### config.mk
export PLATFORM = sky130hd
export DESIGN_NAME = serial_subtractor
export DESIGN_NICKNAME = d
export VERILOG_FILES = /design/src/rtl/serial_arith_pkg.sv /design/src/rtl/full_subtractor_component.sv /design/src/rtl/serial_subtractor.sv
export SDC_FILE = /design/constraint.sdc
export NUM_CORES = 1
export LEC_CHECK = 0
export CORE_MARGIN = 2
export CORE_UTILIZATION = 47
export CTS_BUF_LIST = sky130_fd_sc_hd__clkbuf_8
export CTS_CLUSTER_DIAMETER = 120
export DETAILED_ROUTE_END_ITERATION = 16
export HOLD_SLACK_MARGIN = 0.15
export PLACE_DENSITY = 0.77
export SLEW_MARGIN = 10
export SYNTH_ARGS = -nofsm -noshare
export SYNTH_HDL_FRONTEND = slang
export SYNTH_SLANG_ARGS = --single-unit
### constraint.sdc
create_clock -name clk -period 1.4 [get_ports clk]
set_input_delay 0.14 -clock clk [delete_from_list [all_inputs] [get_ports clk]]
set_output_delay 0.14 -clock clk [all_outputs]
set_load 0.01 [all_outputs]
### src/rtl/serial_arith_pkg.sv
// Shared definitions for the bit-serial arithmetic blocks.
// Holds the FSM state encoding and the default operand width.
package serial_arith_pkg;

   localparam int DEF_WIDTH = 8;

   typedef enum logic [1:0] {
      IDLE  = 2'd0,
      SHIFT = 2'd1,
      DONE  = 2'd2
   } state_e;

endpackage

### src/rtl/full_subtractor_component.sv
// One-bit full subtractor: d = a - b - borrow_in, with borrow out.
// This is the subtracting counterpart of the ripple adder's per-bit cell.
module full_subtractor_component (
   input  logic a,
   input  logic b,
   input  logic borrow_in,
   output logic d,
   output logic borrow_out
);

   assign d          = a ^ b ^ borrow_in;
   assign borrow_out = (~a & b) | (~(a ^ b) & borrow_in);

endmodule

### src/rtl/serial_subtractor.sv
// Bit-serial subtractor: diff = a - b, one bit per clock, LSB first.
// It uses valid/ready handshakes on the operand side and on the result side.
module serial_subtractor
   import serial_arith_pkg::*;
#(
   parameter int WIDTH = DEF_WIDTH
) (
   input  logic             clk,
   input  logic             rst_n,
   input  logic             in_valid,
   output logic             in_ready,
   input  logic [WIDTH-1:0] a,
   input  logic [WIDTH-1:0] b,
   output logic             out_valid,
   input  logic             out_ready,
   output logic [WIDTH-1:0] diff,
   output logic             borrow,
   output logic             overflow
);

   localparam int                CNT_W    = $clog2(WIDTH + 1);
   localparam logic [CNT_W-1:0] LAST_CNT = CNT_W'(WIDTH - 1);

   state_e             state_q, state_d;
   logic [WIDTH-1:0]   a_q, a_d;
   logic [WIDTH-1:0]   b_q, b_d;
   logic [WIDTH-1:0]   diff_q, diff_d;
   logic [CNT_W-1:0]   cnt_q, cnt_d;
   logic               bf_q, bf_d;
   logic               borrow_q, borrow_d;
   logic               overflow_q, overflow_d;
   logic               a_msb_q, a_msb_d;
   logic               b_msb_q, b_msb_d;

   logic               cell_d;
   logic               cell_borrow;

   full_subtractor_component u_cell (
      .a          (a_q[0]),
      .b          (b_q[0]),
      .borrow_in  (bf_q),
      .d          (cell_d),
      .borrow_out (cell_borrow)
   );

   // NOTE: sequential state uses non-blocking assignments so every flop samples pre-edge values.
   always_ff @(posedge clk or negedge rst_n) begin
      if (!rst_n) begin
         state_q    <= IDLE;
         a_q        <= '0;
         b_q        <= '0;
         diff_q     <= '0;
         cnt_q      <= '0;
         bf_q       <= 1'b0;
         borrow_q   <= 1'b0;
         overflow_q <= 1'b0;
         a_msb_q    <= 1'b0;
         b_msb_q    <= 1'b0;
      end else begin
         state_q    <= state_d;
         a_q        <= a_d;
         b_q        <= b_d;
         diff_q     <= diff_d;
         cnt_q      <= cnt_d;
         bf_q       <= bf_d;
         borrow_q   <= borrow_d;
         overflow_q <= overflow_d;
         a_msb_q    <= a_msb_d;
         b_msb_q    <= b_msb_d;
      end
   end

   // NOTE: every signal gets a default first, so no path through the case can infer a latch.
   always_comb begin
      state_d = state_q;
      case (state_q)
         IDLE:    if (in_valid) state_d = SHIFT;
         SHIFT:   if (cnt_q == LAST_CNT) state_d = DONE;
         DONE:    if (out_ready) state_d = IDLE;
         default: state_d = IDLE;
      endcase
   end

   always_comb begin
      a_d        = a_q;
      b_d        = b_q;
      diff_d     = diff_q;
      cnt_d      = cnt_q;
      bf_d       = bf_q;
      borrow_d   = borrow_q;
      overflow_d = overflow_q;
      a_msb_d    = a_msb_q;
      b_msb_d    = b_msb_q;
      if (state_q == IDLE && in_valid) begin
         a_d     = a;
         b_d     = b;
         a_msb_d = a[WIDTH-1];
         b_msb_d = b[WIDTH-1];
         bf_d    = 1'b0;
         cnt_d   = '0;
      end else if (state_q == SHIFT) begin
         // Shift-then-set keeps this valid for WIDTH=1, where there is no upper slice.
         a_d               = a_q >> 1;
         b_d               = b_q >> 1;
         diff_d            = diff_q >> 1;
         diff_d[WIDTH-1]   = cell_d;
         bf_d              = cell_borrow;
         cnt_d             = cnt_q + CNT_W'(1);
         if (cnt_q == LAST_CNT) begin
            borrow_d   = cell_borrow;
            overflow_d = (a_msb_q ^ b_msb_q) & (a_msb_q ^ cell_d);
         end
      end
   end

   always_comb begin
      in_ready  = (state_q == IDLE);
      out_valid = (state_q == DONE);
   end

   assign diff     = diff_q;
   assign borrow   = borrow_q;
   assign overflow = overflow_q;

endmodule
* Word-level counts from Yosys, hierarchy flattened
Index checks and enable logic that the tools add are counted.
** Operators by class
- Add/subtract/negate cells :: 1
- Multiplexer cells :: 12
- Reduce and logical (&&, ||, !) cells :: 6
- Equality and inequality tests :: 6
- Bitwise gates (word level) :: 11
** Operator list (number)
- 2-to-1 mux 8 bit :: 4
- 2-to-1 mux 4 bit :: 2
- 2-to-1 mux 2 bit :: 3
- case mux 2 bit (3 select lines) :: 1
- AND reduction 3 bit :: 2
- adder 4 x 1 -> 4 bit (second input constant) :: 1
- == test 4 x 3 -> 1 bit (second input constant) :: 1
- != test 2 x 1 -> 1 bit (second input constant) :: 2
- XOR 1 bit :: 4
- bitwise AND 1 bit :: 3
- inverter 1 bit :: 3
- == test 2 x 1 -> 1 bit (second input constant) :: 1
- == test 2 bit (second input constant) :: 1
- zero test 2 bit :: 1
- 2-to-1 mux 1 bit :: 2
- != test 2 bit (second input constant) :: 1
- AND reduction 2 bit :: 1
- nonzero test 2 bit :: 1
- logical AND 1 bit :: 1
- OR 1 bit :: 1
** Storage, ports and cells
- Output and inout port bits :: 12
- Logic and storage cells :: 46
- Bits of input ports :: 20
- Flip-flop bits (word level) :: 35

* Longest topological paths before layout
- Depth in word-level cells :: 6
- Gate-level depth with buffers :: 5
- Mapped depth without buffers :: 5

* By module
Synthesis repeated with hierarchy kept, for this count alone.
** Unflattened totals
- Cell total of the unflattened synthesis :: 167
- Area total of the unflattened synthesis :: 1527.7 um^2
** Modules (own cells, without submodules)
- serial_subtractor :: seq. area each 875.8 um^2, instances 1, area an instance 1496.4 um^2, cells each 163
- full_subtractor_component :: seq. area each 0.0 um^2, instances 1, area an instance 31.3 um^2, cells each 4

* Worst setup path before layout
Ideal clock, no wire load.
- Kind :: flip-flop to flip-flop
- Start :: reg b_q[0]
- End :: reg overflow_q, in the netlist overflow
- Slack :: -0.059 ns
- Setup time :: 0.125 ns
- Arrival time :: 1.334 ns
- Required time :: 1.275 ns
- Buffers on the path :: 0
- Period minus slack after synthesis :: 1.459 ns
- Cell stages (with the launch flop) :: 6
- Path through :: dfrtp_1 inv_1 fa_1 nand2b_1 o21ai_0 mux2_4
** Between the ends
- Word-level cells in the longest chain between the ends :: 4
** RTL lines
- start: declaration :: RTL line serial_subtractor.sv:26 : logic [WIDTH-1:0] b_q, b_d;
- start signal: assignment :: RTL line serial_subtractor.sv:51 : b_q <= '0;
- start signal: assignment :: RTL line serial_subtractor.sv:62 : b_q <= b_d;
- XOR 1 bit (2 in series) :: RTL line full_subtractor_component.sv:11 : assign d = a ^ b ^ borrow_in;
- via cell_d :: RTL line serial_subtractor.sv:35 : logic cell_d;
- XOR 1 bit :: RTL line serial_subtractor.sv:111 : overflow_d = (a_msb_q ^ b_msb_q) & (a_msb_q ^ cell_d);
- bitwise AND 1 bit :: RTL line serial_subtractor.sv:111
- end signal: assignment :: RTL line serial_subtractor.sv:67 : overflow_q <= overflow_d;
- end: declaration :: RTL line serial_subtractor.sv:31 : logic overflow_q, overflow_d;
The timed path passes the listed nets, and every way through them passes these cells.
A chain may end at the register's enable or synchronous reset.

* Worst setup path after layout
Ends and elaborated chain as after synthesis.

==> metrics.md <==
| Metric | Value |
|---|---|
| Syn nets | 170 |
| Switching pwr | 0.00159 W |
| Vias | 1220 |
| Flops & latches, synth | 35 |
| Outcome | finished with violations |
| DRC Markers | 0 |
| Initial Utilization | 0.497 |
| WP data required | 1.57 ns |
| Die Ht | 60.8 um |
| Hold Crit Class | primary input to asynchronous set/reset pin |
| Grt total ovfl | 0 |
| Mean Syn Cell Area | 10.2 um^2 |
| Nets | 212 |
| Post-synth EDFFs | 0 |
| Placed cell areas | 1930 um^2 |
| Root buf cell | clkbuf_8 |
| DIE AREA | 3700 um^2 |
| Fmax | 657 MHz |
| Syn Std Cell Area | 1520 um^2 |
| Antenna cells | 0 |
| CTS buffer count | 5 |
| Crit path time final | 1.52 ns |
| Startpoint Class | flip-flop |
| First-pass detailed-route iteration total | 4 |
| Post-DP HPWL | 2160 um |
| Synth area leader | dfrtp_1 |
| Least-Margin Pin Slew | 0.300 ns |
| CP cell instances | inv_2, fa_1, nand2b_1, o21ai_1, mux2_4 |
| Overall Power | 0.00447 W |
| First-pass GRT wire length | 5210 um |
| DP Cell Count | 224 |
| Clock power frac | 0.178 |
| Most frequent cell after synthesis | nand2_1 |
| Slowest cell on the critical path | fa_1 |
| Fin cells | 235 |
| Largest net degree at the start of global routing | 36 |
| Multi-input gate area | 584 um^2 |
| Share of cells above drive strength 1 | 0.168 |
| Layout area overhead | 36.8% |
| # Max-Cap Violations | 0 |
| CP Buf/Inv Count | 1 |
| Worst-path maximum fanout | 3 |
| Cell family with most CP delay | adder cells |
| Die width | 60.8 um |
| Row cnt | 20 |
| Final instance area | 2070 um^2 |
| Ys async rst share | 1.00 |
| Pre-CTS setup slack | -0.113 ns |
| Slowest Stage Delay on Critical Path | 0.57 ns |
| Worst vdd ir | 0.00110 V |
| Final hold vios | 0 |
| Post-synth top area share | 0.578 |
| PortBufs | 31 |
| Hold_buf cts | 0 |
| RSZ-0062 raised after global routing | true |
| Fin Clk Skew | 0.00771 ns |
| CTS tree | done |
| Sequential share of power | 0.387 |
| CP arrival | 1.69 ns |
| Post-synthesis cell type count | 27 |
| All-Layer GR Usage | 0.192 |
| Hold WS | 0.222 ns |
| Yosys Warn Count | 0 |
| Logic pwr share | 0.436 |
| Critical path capture point type | flip-flop |
| Post-DR wirelength/cell | 13.1 um |
| Period utilization | 1.09 |
| Ys flop type | dfrtp_1 |
| Worst skew pair latency | 0.28 ns |
| WS Path Type | flip-flop to flip-flop |
| Final setup margin | -0.123 ns |
| Endpoints failing setup | 1 |
| Core area | 3050 um^2 |
| Pwr Density | 2160 nW/um^2 |
| Vias per cell | 5.19 |
| DRT iter0 DRCs | 36 |
| Rel. slew slack | 0.799 |
| Switching Fraction | 0.355 |
| Filler Cells Inserted | 254 |
| # clock sinks | 35 |
| Cell Int Power | 0.00289 W |
| Routability congestion estimate | 0.765 |
| Post-Syn Instances | 148 |
| # H-tree levels | 2 |
| Failing checks | negative setup slack |
| Longest Clk Path Bufs | 2 |
| Vias in the first global route | 1202 |
| Leakage | 1.01 nW |
| Initial antenna violation count | 0 |
| Post-route ant nets | 0 |
| Final Max Slew Viols | 0 |
| Commonest cells in the netlist | nand2_1, dfrtp_1, a22oi_1 |
| Clk slew on worst S/H paths | 0.07 ns |
| Total Wirelength | 3090 um |
| Io pins | 32 |
| FF+latch area | 877 um^2 |
| Synth area leaders | dfrtp_1, nand2_1, a22oi_1 |
| Sequential fraction of the synthesis area | 0.578 |
==> worst register-to-register path, cell delays in order, from the launching register on <==
cell and delay (ns):
dfrtp_1 0.36, inv_2 0.05, fa_1 0.57, nand2b_1 0.11, o21ai_1 0.05, mux2_4 0.26
==> power by group through the flow <==
stage | registers, W | clock network (W) | logic (W)
after floorplan | 0.00173 | 0 | 0.00114
after global placement | 0.00171 | 0 | 0.00177
after detailed placement | 0.00174 | 0 | 0.00185
after CTS | 0.00172 | 0.000806 | 0.00190
after global routing | 0.00178 | 0.000859 | 0.00221
final | 0.00173 | 0.000796 | 0.00195
==> cells by family after synthesis <==
| kind of cell | count (synthesis) | synth area share |
|---|---|---|
| adder cells (fa/ha/maj) | 2 | 0.0215 |
| AO/OA/AOI/OAI | 28 | 0.131 |
| flip-flops | 35 | 0.578 |
| multiplexers | 4 | 0.0313 |
| buffers and inverters | 12 | 0.0470 |
| AND/OR/NAND/NOR | 67 | 0.191 |
==> what timing repair did <==
action                     4_1_cts  5_1_grt
pin swaps                        1        0
setup buffers                    2        1
gates resized for setup          4        5
setup endpoints to repair        3       12
==> final timing paths <==
kind / startpoint / endpoint / slack [ns] / cells after the start
worst max-delay path: b_q[0]$_DFFE_PN0P_ / overflow$_DFFE_PN0P_ / -0.12 / 5
worst min-delay path: rst_n / b_q[2]$_DFFE_PN0P_ / 0.22 / 2
worst max register to register: b_q[0]$_DFFE_PN0P_ / overflow$_DFFE_PN0P_ / -0.12 / 5
worst min register to register: a_q[2]$_DFFE_PN0P_ / a_q[2]$_DFFE_PN0P_ / 0.48 / 2
max in group asynchronous: rst_n / state_q[0]$_DFFE_PN0P_ / 0.99 / 2
min in group clk: b[4] / b_q[4]$_DFFE_PN0P_ / 0.45 / 3
==> cell type report <==
cell class                      count  share of cell area
Timing Repair Buffer               42               0.210
Clock buffer                        7              0.0464
Tap cell                           44              0.0265
Clock inverter                      1             0.00362
Sequential cell                    35               0.423
Multi-Input combinational cell    101               0.282
Inverter                            5             0.00905
==> metal layers <==
layer	global-route usage	share of wire	vias to the layer above	routed length (um)
met1	0.235	0.40	593	1240
met5	0	0	-	0
met2	0.324	0.53	46	1630
met3	0.0512	0.057	8	175
li1	-	-	573	-
met4	0.0745	0.013	0	41
==> layout by cell type (no fill, tap or decap), types with 2 or more instances in the layout <==
cell type,count
buf_12,3
nand2b_1,3
clkdlybuf4s50_1,29
mux2_2,2
nand2_1,57
clkbuf_8,7
dlygate4sd2_1,2
a22o_1,2
a22oi_1,11
a22oi_2,3
buf_4,6
buf_6,2
inv_1,4
o22ai_1,2
dfrtp_1,34
a21oi_1,2
o21ai_0,4
==> flip-flops by register name, summed over array words and instances (netlist names) <==
name	flops
bf_q	1
a_msb_q	1
cnt_q	4
diff	8
b_q	8
borrow	1
state_q	2
overflow	1
b_msb_q	1
a_q	8
==> through the flow <==
stage,util,setup TNS [ns]
finish,0.680,-0.123
global route,0.680,-0.226
CTS,0.670,-0.119
detailed placement,0.631,-0.181
global placement,0.631,-0.0934
floorplan,-,-0.0515
Note: power is estimated with default switching activity, not from simulation.
